<file path="src/rtl/encoder_input_pkg.sv">
// ============================================================================
//  Module      : encoder_pkg
//  Description : Shared constants for the front-panel input peripheral:
//                register offsets, STATUS/EVENTS bit indices and the
//                quadrature decoder step encoding.
//  Revision    : 1.0  initial release
// ============================================================================
`default_nettype none

package encoder_pkg;

  // Word offsets inside the peripheral window
  localparam logic [1:0] c_reg_status   = 2'd0;
  localparam logic [1:0] c_reg_position = 2'd1;
  localparam logic [1:0] c_reg_events   = 2'd2;
  localparam logic [1:0] c_reg_ctrl     = 2'd3;

  // STATUS layout: debounced levels in [2:0], EVENTS mirrored from bit 3 up
  localparam int c_st_bak    = 0;
  localparam int c_st_psh    = 1;
  localparam int c_st_con    = 2;
  localparam int c_st_ev_lsb = 3;

  // EVENTS bit indices (also the irq mask layout)
  localparam int c_ev_bak   = 0;
  localparam int c_ev_psh   = 1;
  localparam int c_ev_con   = 2;
  localparam int c_ev_moved = 3;
  localparam int c_ev_err   = 4;
  localparam int c_ev_bits  = 5;

  typedef enum logic [1:0] {
    STEP_NONE = 2'd0,
    STEP_INC  = 2'd1,
    STEP_DEC  = 2'd2,
    STEP_ERR  = 2'd3
  } step_t;

  // Forward successor in the Gray ring 00 -> 01 -> 11 -> 10 -> 00
  function automatic logic [1:0] gray_next(input logic [1:0] s);
    return {s[0], ~s[1]};
  endfunction

  // x4 quadrature decode of one {A,B} sample against the previous one
  function automatic step_t decode_step(input logic [1:0] prev, input logic [1:0] cur);
    if (cur == prev)                 return STEP_NONE;
    else if (cur == gray_next(prev)) return STEP_INC;
    else if (prev == gray_next(cur)) return STEP_DEC;
    else                             return STEP_ERR;
  endfunction

endpackage

`default_nettype wire

</file>
<file path="src/rtl/encoder_input_if.sv">
// ============================================================================
//  Module      : encoder_input_if
//  Description : Word-addressed CPU slave bus (select/ready handshake).
//  Revision    : 1.0  initial release
// ============================================================================
`default_nettype none

interface encoder_input_if;
  logic        sel;
  logic [1:0]  addr;
  logic [31:0] wdata;
  logic [3:0]  wstrb;
  logic [31:0] rdata;
  logic        ready;

  modport master (output sel, addr, wdata, wstrb, input  rdata, ready);
  modport slave  (input  sel, addr, wdata, wstrb, output rdata, ready);
endinterface

`default_nettype wire

</file>
<file path="src/rtl/encoder_input_debounce.sv">
// ============================================================================
//  Module      : debounce
//  Description : Active-low button conditioner: synchroniser, stability
//                filter counter and a one-cycle pulse on a debounced
//                1 -> 0 transition (press).
//  Revision    : 1.0  initial release
// ============================================================================
`default_nettype none

module debounce #(
  parameter int SYNC_STAGES   = 2,
  parameter int DEBOUNCE_BITS = 16
) (
  input  logic clk,
  input  logic rst_n,
  input  logic raw,
  output logic level,
  output logic press
);

  logic [SYNC_STAGES-1:0]   r_sync;
  logic [DEBOUNCE_BITS-1:0] r_count;
  logic                     r_level;
  logic                     r_level_q;
  logic                     w_in;

  assign w_in = r_sync[SYNC_STAGES-1];

  // Synchroniser chain, idles at "released"
  always_ff @(posedge clk or negedge rst_n) begin
    if (!rst_n) r_sync <= '1;
    else        r_sync <= {r_sync[SYNC_STAGES-2:0], raw};
  end

  // Filter: count while the input disagrees with the accepted level; any
  // bounce back to the accepted level restarts the count
  always_ff @(posedge clk or negedge rst_n) begin
    if (!rst_n) begin
      r_count <= '0;
      r_level <= 1'b1;
    end else if (w_in == r_level) begin
      r_count <= '0;
    end else if (&r_count) begin
      r_level <= w_in;
      r_count <= '0;
    end else begin
      r_count <= r_count + DEBOUNCE_BITS'(1);
    end
  end

  // Delayed level for falling-edge detection
  always_ff @(posedge clk or negedge rst_n) begin
    if (!rst_n) r_level_q <= 1'b1;
    else        r_level_q <= r_level;
  end

  assign level = r_level;
  assign press = r_level_q & ~r_level;

endmodule

`default_nettype wire

</file>
<file path="src/rtl/encoder_input.sv">
// ============================================================================
//  Module      : encoder_input
//  Description : Front-panel input peripheral: rotary encoder position
//                counter plus three debounced buttons with sticky press
//                events, on a word-addressed CPU slave bus.
//                Optional feature macro ENCODER_IRQ_EN: CTRL irq mask and a
//                registered level interrupt; without it irq is tied low and
//                CTRL reads as zero.
//  Revision    : 1.0  initial release
// ============================================================================
`default_nettype none

module encoder_input
  import encoder_pkg::*;
#(
  parameter int SYNC_STAGES   = 2,
  parameter int DEBOUNCE_BITS = 16,
  parameter int COUNT_BITS    = 16
) (
  input  logic            clk,
  input  logic            rst_n,
  encoder_input_if.slave  bus,
  input  logic            tra,
  input  logic            trb,
  input  logic            con_button,
  input  logic            psh_button,
  input  logic            bak_button,
  output logic            irq
);

  // ---------------- buttons ----------------
  logic [2:0] w_lvl;    // {con, psh, bak}
  logic [2:0] w_press;  // {con, psh, bak}

  debounce #(.SYNC_STAGES(SYNC_STAGES), .DEBOUNCE_BITS(DEBOUNCE_BITS)) u_bak (
    .clk(clk), .rst_n(rst_n), .raw(bak_button), .level(w_lvl[0]), .press(w_press[0]));
  debounce #(.SYNC_STAGES(SYNC_STAGES), .DEBOUNCE_BITS(DEBOUNCE_BITS)) u_psh (
    .clk(clk), .rst_n(rst_n), .raw(psh_button), .level(w_lvl[1]), .press(w_press[1]));
  debounce #(.SYNC_STAGES(SYNC_STAGES), .DEBOUNCE_BITS(DEBOUNCE_BITS)) u_con (
    .clk(clk), .rst_n(rst_n), .raw(con_button), .level(w_lvl[2]), .press(w_press[2]));

  // ---------------- encoder ----------------
  logic [SYNC_STAGES-1:0] r_sync_a;
  logic [SYNC_STAGES-1:0] r_sync_b;
  logic [SYNC_STAGES:0]   r_enc_fill;
  logic [1:0]             r_enc_prev;
  logic [1:0]             w_enc_cur;
  logic                   w_enc_live;
  step_t                  w_step;

  assign w_enc_cur  = {r_sync_a[SYNC_STAGES-1], r_sync_b[SYNC_STAGES-1]};
  // Decoding starts only once the synchronisers hold real pin samples, so
  // their reset value can never be mistaken for a rotation
  assign w_enc_live = r_enc_fill[SYNC_STAGES];
  assign w_step     = w_enc_live ? decode_step(r_enc_prev, w_enc_cur) : STEP_NONE;

  // Phase synchronisers, fill tracker and previous-sample register
  always_ff @(posedge clk or negedge rst_n) begin
    if (!rst_n) begin
      r_sync_a   <= '1;
      r_sync_b   <= '1;
      r_enc_fill <= '0;
      r_enc_prev <= 2'b11;
    end else begin
      r_sync_a   <= {r_sync_a[SYNC_STAGES-2:0], tra};
      r_sync_b   <= {r_sync_b[SYNC_STAGES-2:0], trb};
      r_enc_fill <= {r_enc_fill[SYNC_STAGES-1:0], 1'b1};
      r_enc_prev <= w_enc_cur;
    end
  end

  // ---------------- bus decode ----------------
  logic                  r_ready;
  logic [31:0]           r_rdata;
  logic [31:0]           w_rd_mux;
  logic                  w_access;
  logic                  w_write;
  logic                  w_pos_wr;
  logic [c_ev_bits-1:0]  w_ev_clr;
  logic [c_ev_bits-1:0]  w_ev_set;
  logic [c_ev_bits-1:0]  r_events;
  logic [c_ev_bits-1:0]  w_mask;
  logic [COUNT_BITS-1:0] r_position;
  logic [31:0]           w_pos_ext;
  logic                  w_unused;

  assign w_access  = bus.sel & ~r_ready;
  assign w_write   = w_access & (|bus.wstrb);
  assign w_pos_wr  = w_write & (bus.addr == c_reg_position);
  assign w_ev_clr  = (w_write && bus.addr == c_reg_events) ? bus.wdata[c_ev_bits-1:0] : '0;
  assign w_pos_ext = 32'($signed(r_position));
  assign w_unused  = ^bus.wdata;

  // A position write takes priority, so a coincident encoder step is lost
  // and does not count as movement
  assign w_ev_set = {(w_step == STEP_ERR),
                     (w_step == STEP_INC || w_step == STEP_DEC) & ~w_pos_wr,
                     w_press};

  // Position counter, wraps modulo 2^COUNT_BITS
  always_ff @(posedge clk or negedge rst_n) begin
    if (!rst_n)                 r_position <= '0;
    else if (w_pos_wr)          r_position <= bus.wdata[COUNT_BITS-1:0];
    else if (w_step == STEP_INC) r_position <= r_position + COUNT_BITS'(1);
    else if (w_step == STEP_DEC) r_position <= r_position - COUNT_BITS'(1);
  end

  // Sticky events: new events win over a same-cycle W1C
  always_ff @(posedge clk or negedge rst_n) begin
    if (!rst_n) r_events <= '0;
    else        r_events <= (r_events & ~w_ev_clr) | w_ev_set;
  end

  // Register read multiplexer
  always_comb begin
    w_rd_mux = '0;
    case (bus.addr)
      c_reg_status:   w_rd_mux = {24'b0, r_events, w_lvl};
      c_reg_position: w_rd_mux = w_pos_ext;
      c_reg_events:   w_rd_mux = {27'b0, r_events};
      default:        w_rd_mux = {27'b0, w_mask};
    endcase
  end

  // One ready pulse per access, read data captured at the same edge
  always_ff @(posedge clk or negedge rst_n) begin
    if (!rst_n) begin
      r_ready <= 1'b0;
      r_rdata <= '0;
    end else begin
      r_ready <= w_access;
      r_rdata <= (w_access && !(|bus.wstrb)) ? w_rd_mux : '0;
    end
  end

  assign bus.ready = r_ready;
  assign bus.rdata = r_rdata;

  // ---------------- interrupt ----------------
`ifdef ENCODER_IRQ_EN
  logic [c_ev_bits-1:0] r_mask;
  logic                 r_irq;

  // CTRL mask register and registered level interrupt
  always_ff @(posedge clk or negedge rst_n) begin
    if (!rst_n) begin
      r_mask <= '0;
      r_irq  <= 1'b0;
    end else begin
      if (w_write && bus.addr == c_reg_ctrl) r_mask <= bus.wdata[c_ev_bits-1:0];
      r_irq <= |(r_events & r_mask);
    end
  end

  assign w_mask = r_mask;
  assign irq    = r_irq;
`else
  assign w_mask = '0;
  assign irq    = 1'b0;
`endif

endmodule

`default_nettype wire

</file>
<file path="src/flat_wrapper.sv">
// flat-port wrapper written by rule: the top's interface ports become plain ports
module encoder_input_flat import encoder_pkg::*;
#(
  parameter int SYNC_STAGES   = 2,
  parameter int DEBOUNCE_BITS = 16,
  parameter int COUNT_BITS    = 16
)
  (clk, rst_n, tra, trb, con_button, psh_button, bak_button, irq, bus_sel, bus_addr, bus_wdata, bus_wstrb, bus_rdata, bus_ready);
  encoder_input_if bus_i ();
  input  logic clk;
  input  logic rst_n;
  input  logic tra;
  input  logic trb;
  input  logic con_button;
  input  logic psh_button;
  input  logic bak_button;
  output logic irq;
  input wire logic [$bits(bus_i.sel)-1:0] bus_sel;
  input wire logic [$bits(bus_i.addr)-1:0] bus_addr;
  input wire logic [$bits(bus_i.wdata)-1:0] bus_wdata;
  input wire logic [$bits(bus_i.wstrb)-1:0] bus_wstrb;
  output wire logic [$bits(bus_i.rdata)-1:0] bus_rdata;
  output wire logic [$bits(bus_i.ready)-1:0] bus_ready;
  assign bus_i.sel = bus_sel;
  assign bus_i.addr = bus_addr;
  assign bus_i.wdata = bus_wdata;
  assign bus_i.wstrb = bus_wstrb;
  assign bus_rdata = bus_i.rdata;
  assign bus_ready = bus_i.ready;
  encoder_input #(.SYNC_STAGES(SYNC_STAGES), .DEBOUNCE_BITS(DEBOUNCE_BITS), .COUNT_BITS(COUNT_BITS)) u_core (.clk(clk), .rst_n(rst_n), .bus(bus_i), .tra(tra), .trb(trb), .con_button(con_button), .psh_button(psh_button), .bak_button(bak_button), .irq(irq));
endmodule
</file>
<file path="config.mk">
export PLATFORM = sky130hd
export DESIGN_NAME = encoder_input_flat
export DESIGN_NICKNAME = d
export VERILOG_FILES = /design/src/rtl/encoder_input_pkg.sv /design/src/rtl/encoder_input_if.sv /design/src/rtl/encoder_input_debounce.sv /design/src/rtl/encoder_input.sv /design/src/flat_wrapper.sv
export SDC_FILE = /design/constraint.sdc
export NUM_CORES = 1
export LEC_CHECK = 0
export BUFFER_PORTS_ARGS = -buffer_cell sky130_fd_sc_hd__buf_2
export CORE_MARGIN = 2
export CORE_UTILIZATION = 57
export CTS_BUF_LIST = sky130_fd_sc_hd__clkbuf_16
export CTS_CLUSTER_DIAMETER = 30
export CTS_CLUSTER_SIZE = 10
export DETAILED_ROUTE_END_ITERATION = 16
export GPL_TIMING_DRIVEN = 0
export PLACE_DENSITY = 0.9
export SKIP_CTS_REPAIR_TIMING = 1
export SYNTH_ARGS = -nofsm -noshare
export SYNTH_HDL_FRONTEND = slang
export SYNTH_HIERARCHICAL = 1
export SYNTH_SLANG_ARGS = --single-unit
</file>
<file path="constraint.sdc">
create_clock -name clk -period 7.6 [get_ports clk]
set_clock_uncertainty 0.1 [all_clocks]
set_input_delay 0.38 -clock clk [delete_from_list [all_inputs] [get_ports clk]]
set_output_delay 0.38 -clock clk [all_outputs]
set_load 0.02 [all_outputs]
</file>
==> impl_results.md <==
- CTS Sinks: 107
- Routed length per instance: 15.44 um
- Sequential cell area: 0.002700 mm2
- Num CTS Buffers: 9
- Clk buf depth: 2
- Post-Synthesis Cell Area: 0.005761 mm2
- Worst-margin pin slew: 0.7014 ns
- Synth Instances: 570
- Area of the multi-input gates: 0.002734 mm2
- WP data required: 7.75 ns
- Final Util: 66.92%
- Most frequent cells in the layout: dfrtp_1 (89), nor2_1 (68), buf_2 (63)
- Row cnt: 36
- Starting density of the core: 58.93%
- Filler Cell Count: 750
- Failing checks: hold timing
- Crit. End Element: flip-flop
- Seq/Total Area, Yosys: 46.87%
- Detailed Routing Iterations Pass 1: 5
- Cell Pwr Density: 257.6 mW/mm2
- Tmin final: 3.892 ns
- I/O pins: 80
- First-pass GRT wire length: 20.68 mm
- Async S/R FF share, synth: 100.0%
- Critical path, cell by cell: nor2_1 -> or3b_2 -> o211ai_1 -> ha_1 -> inv_1 -> ha_1 -> buf_6 -> nand2_2 -> nor2_1 -> and4_1 -> a2111oi_2 -> xor2_1 -> a311oi_1
- Initial DRC count: 201
- Yosys reg bits: 107
- Worst vdd ir: 123.0 uV
- Period utilisation layout: 51.21%
- CTS Root Cell: clkbuf_16
- Detail Placement HPWL: 8.815 mm
- CTS tree: done
- Routed WL: 12.08 mm
- Startpoint class of the critical path: flip-flop
- MaxCap Viol Count: 0
- Post-synth EDFFs: 0
- TNS Setup: 0 ns
- Slowest-stage cell, CP: dfstp_2
- Count of cell types in the netlist: 59
- Worst rel slew slack: 52.88%
- Post-Place Cells: 765
- GR Util All Layers: 23.32%
- Commonest non-fill, non-tap cell in the layout: dfrtp_1
- Leak: 0.003127 uW
- Vias per inst: 5.684
- Drc violations: 0
- # setup viols final: 0
- Die width: 104.5 um
- Vias: 4,445
- Worst slack, placed: 3.740 ns
- CP peak stage delay: 0.60 ns
- Post-layout nets: 712
- Htree depth: 3
- Routed Antenna Nets: 0
- Die Area: 0.01093 mm2
- Setup Crit Path Kind: flip-flop to flip-flop
- Global placer's final weighted congestion: 0.9504
- RSZ-0062 raised after global routing: false
- Status: finished with violations
- Crit Path Max Fanout: 17
- Setup slack after layout: 3.708 ns
- Port Buf Inserts: 61
- Reg clk slew, reported paths: 0.07 ns
- Largest net degree at the start of global routing: 58
- Syn_nets: 639
- Crit path DAT: 4.04 ns
- HP Class: input pin to asynchronous set/reset pin
- Final Non-Filler Cells: 782
- Yosys warns: 6
- Mapped Avg Cell Area: 10.11 um2
- Core footprint: 0.009774 mm2
- Ratio of cells with drive above 1 in the final layout: 24.38%
- Clock latency on the worst-skew pair: 0.35 ns
- Initial antenna violation count: 0
- GRT overflow: 0
- Die height: 104.5 um
- Final Slew Violations: 0
- Max Clock Freq: 0.2570 GHz
- Vias in the first global route: 4,407
- Synthesis-to-finish area growth: 13.55%
- Hold Vio Cnt, Final: 46
- Most used DFF post-synth: dfrtp_1
- Min Hold Slack: -0.05025 ns
through the flow:
| stage | power [uW] | area (um2) | hold WS (ns) |
|---|---|---|---|
| 2_1_floorplan | 1107 | 5761 | -0.01559 |
| 3_5_place_dp | 1245 | 6262 | 0.2347 |
| 5_1_grt | 1794 | 6539 | 0.002551 |
| 4_1_cts | 1685 | 6539 | -0.02672 |
| 6_report | 1685 | 6541 | -0.05025 |
| 3_3_place_gp | 1220 | 6232 | 0.2319 |
synthesized netlist by cell type (7+ instances only):
master | n | area (um2)
buf_4 | 20 | 150.1
dfstp_2 | 18 | 473.0
dfrtp_1 | 89 | 2227
and4_1 | 10 | 87.58
a21oi_1 | 34 | 170.2
a21o_1 | 7 | 52.55
nor2b_1 | 11 | 68.82
xor2_1 | 31 | 271.5
nand3_1 | 20 | 100.1
ha_1 | 22 | 275.3
and3_1 | 8 | 50.05
nand2_1 | 42 | 157.7
and2_1 | 11 | 68.82
nand4_1 | 17 | 106.4
nor2_1 | 68 | 255.2
a31oi_1 | 9 | 56.30
inv_1 | 16 | 60.06
a211oi_1 | 8 | 60.06
or3_1 | 10 | 62.56
o21ai_0 | 18 | 90.09
xnor2_1 | 17 | 148.9
sequential cells by signal, summed over array words and instances (netlist names):
name and count:
u_core/u_psh/level 1, u_core/u_con/r_level_q 1, u_core/u_con/r_sync 2, u_core/u_bak/level 1, u_core/r_position 16, u_core/r_enc_prev 2
u_core/r_events 5, u_core/u_bak/r_count 16, u_core/u_psh/r_count 16, u_core/u_bak/r_sync 2, u_core/u_psh/r_level_q 1, u_core/u_psh/r_sync 2
u_core/u_con/r_count 16, u_core/u_bak/r_level_q 1, u_core/bus.rdata 16, u_core/r_sync_b 2, u_core/r_sync_a 2, u_core/r_enc_fill 3
u_core/bus.ready 1, u_core/u_con/level 1
per-layer routing:
layer / share of wire (%) / vias up / global-route usage (%)
li1: - / 2118 / -
met1: 44 / 2156 / 30.81
met2: 48 / 145 / 38.80
met3: 5.6 / 26 / 5.115
met4: 2.1 / 0 / 6.660
met5: 0 / - / 0
cell families after synthesis:
kind of cell    share of synthesized area [%]
fa+ha+maj                               5.126
other cells                            0.1304
mux                                     1.303
flops                                   46.87
xor+xnor                                7.298
compound gates                          10.93
simple gates                            22.68
buf+inv                                 5.669
layout make-up:
cell class | instances | area share [%]
timing repair buffer | 62 | 5.126
sequential | 107 | 41.28
inverter | 18 | 1.033
tap | 133 | 2.544
clock buffer | 9 | 3.443
buffer | 36 | 3.959
clock inverter | 7 | 0.7842
antenna | 1 | 0.03826
multi-input combinational | 409 | 41.79
worst max-delay path, delay by kind of cell, from the launching register on:
kind / cells / cell delay (ns)
buf+inv: 2 / 0.50
xor+xnor: 1 / 0.12
simple gates: 5 / 0.88
fa+ha+maj: 2 / 0.77
flops: 1 / 0.60
compound gates: 3 / 0.81
final timing paths:
path	startpoint	end	slack (ns)	cells past startpoint
worst max-delay path	u_core/r_sync_b[1]	u_core/r_position[14]	3.71	13
worst min-delay path	rst_n	u_core/u_psh/r_count[8]	-0.05	1
worst max register to register	u_core/r_sync_b[1]	u_core/r_position[14]	3.71	13
worst min register to register	u_core/r_enc_fill[1]	u_core/r_enc_fill[2]	0.25	0
max in group asynchronous	rst_n	u_core/u_psh/r_level_q	6.71	2
min in group clk	trb	u_core/r_sync_b[0]	0.03	1
report_power, final:
group,total [uW],switching [uW],leakage (uW),internal (uW)
logic,572,330,0.00162,242
clock network,437,212,0.000139,225
registers,676,50.5,0.00137,626
Note: power is estimated with default switching activity, not from simulation.
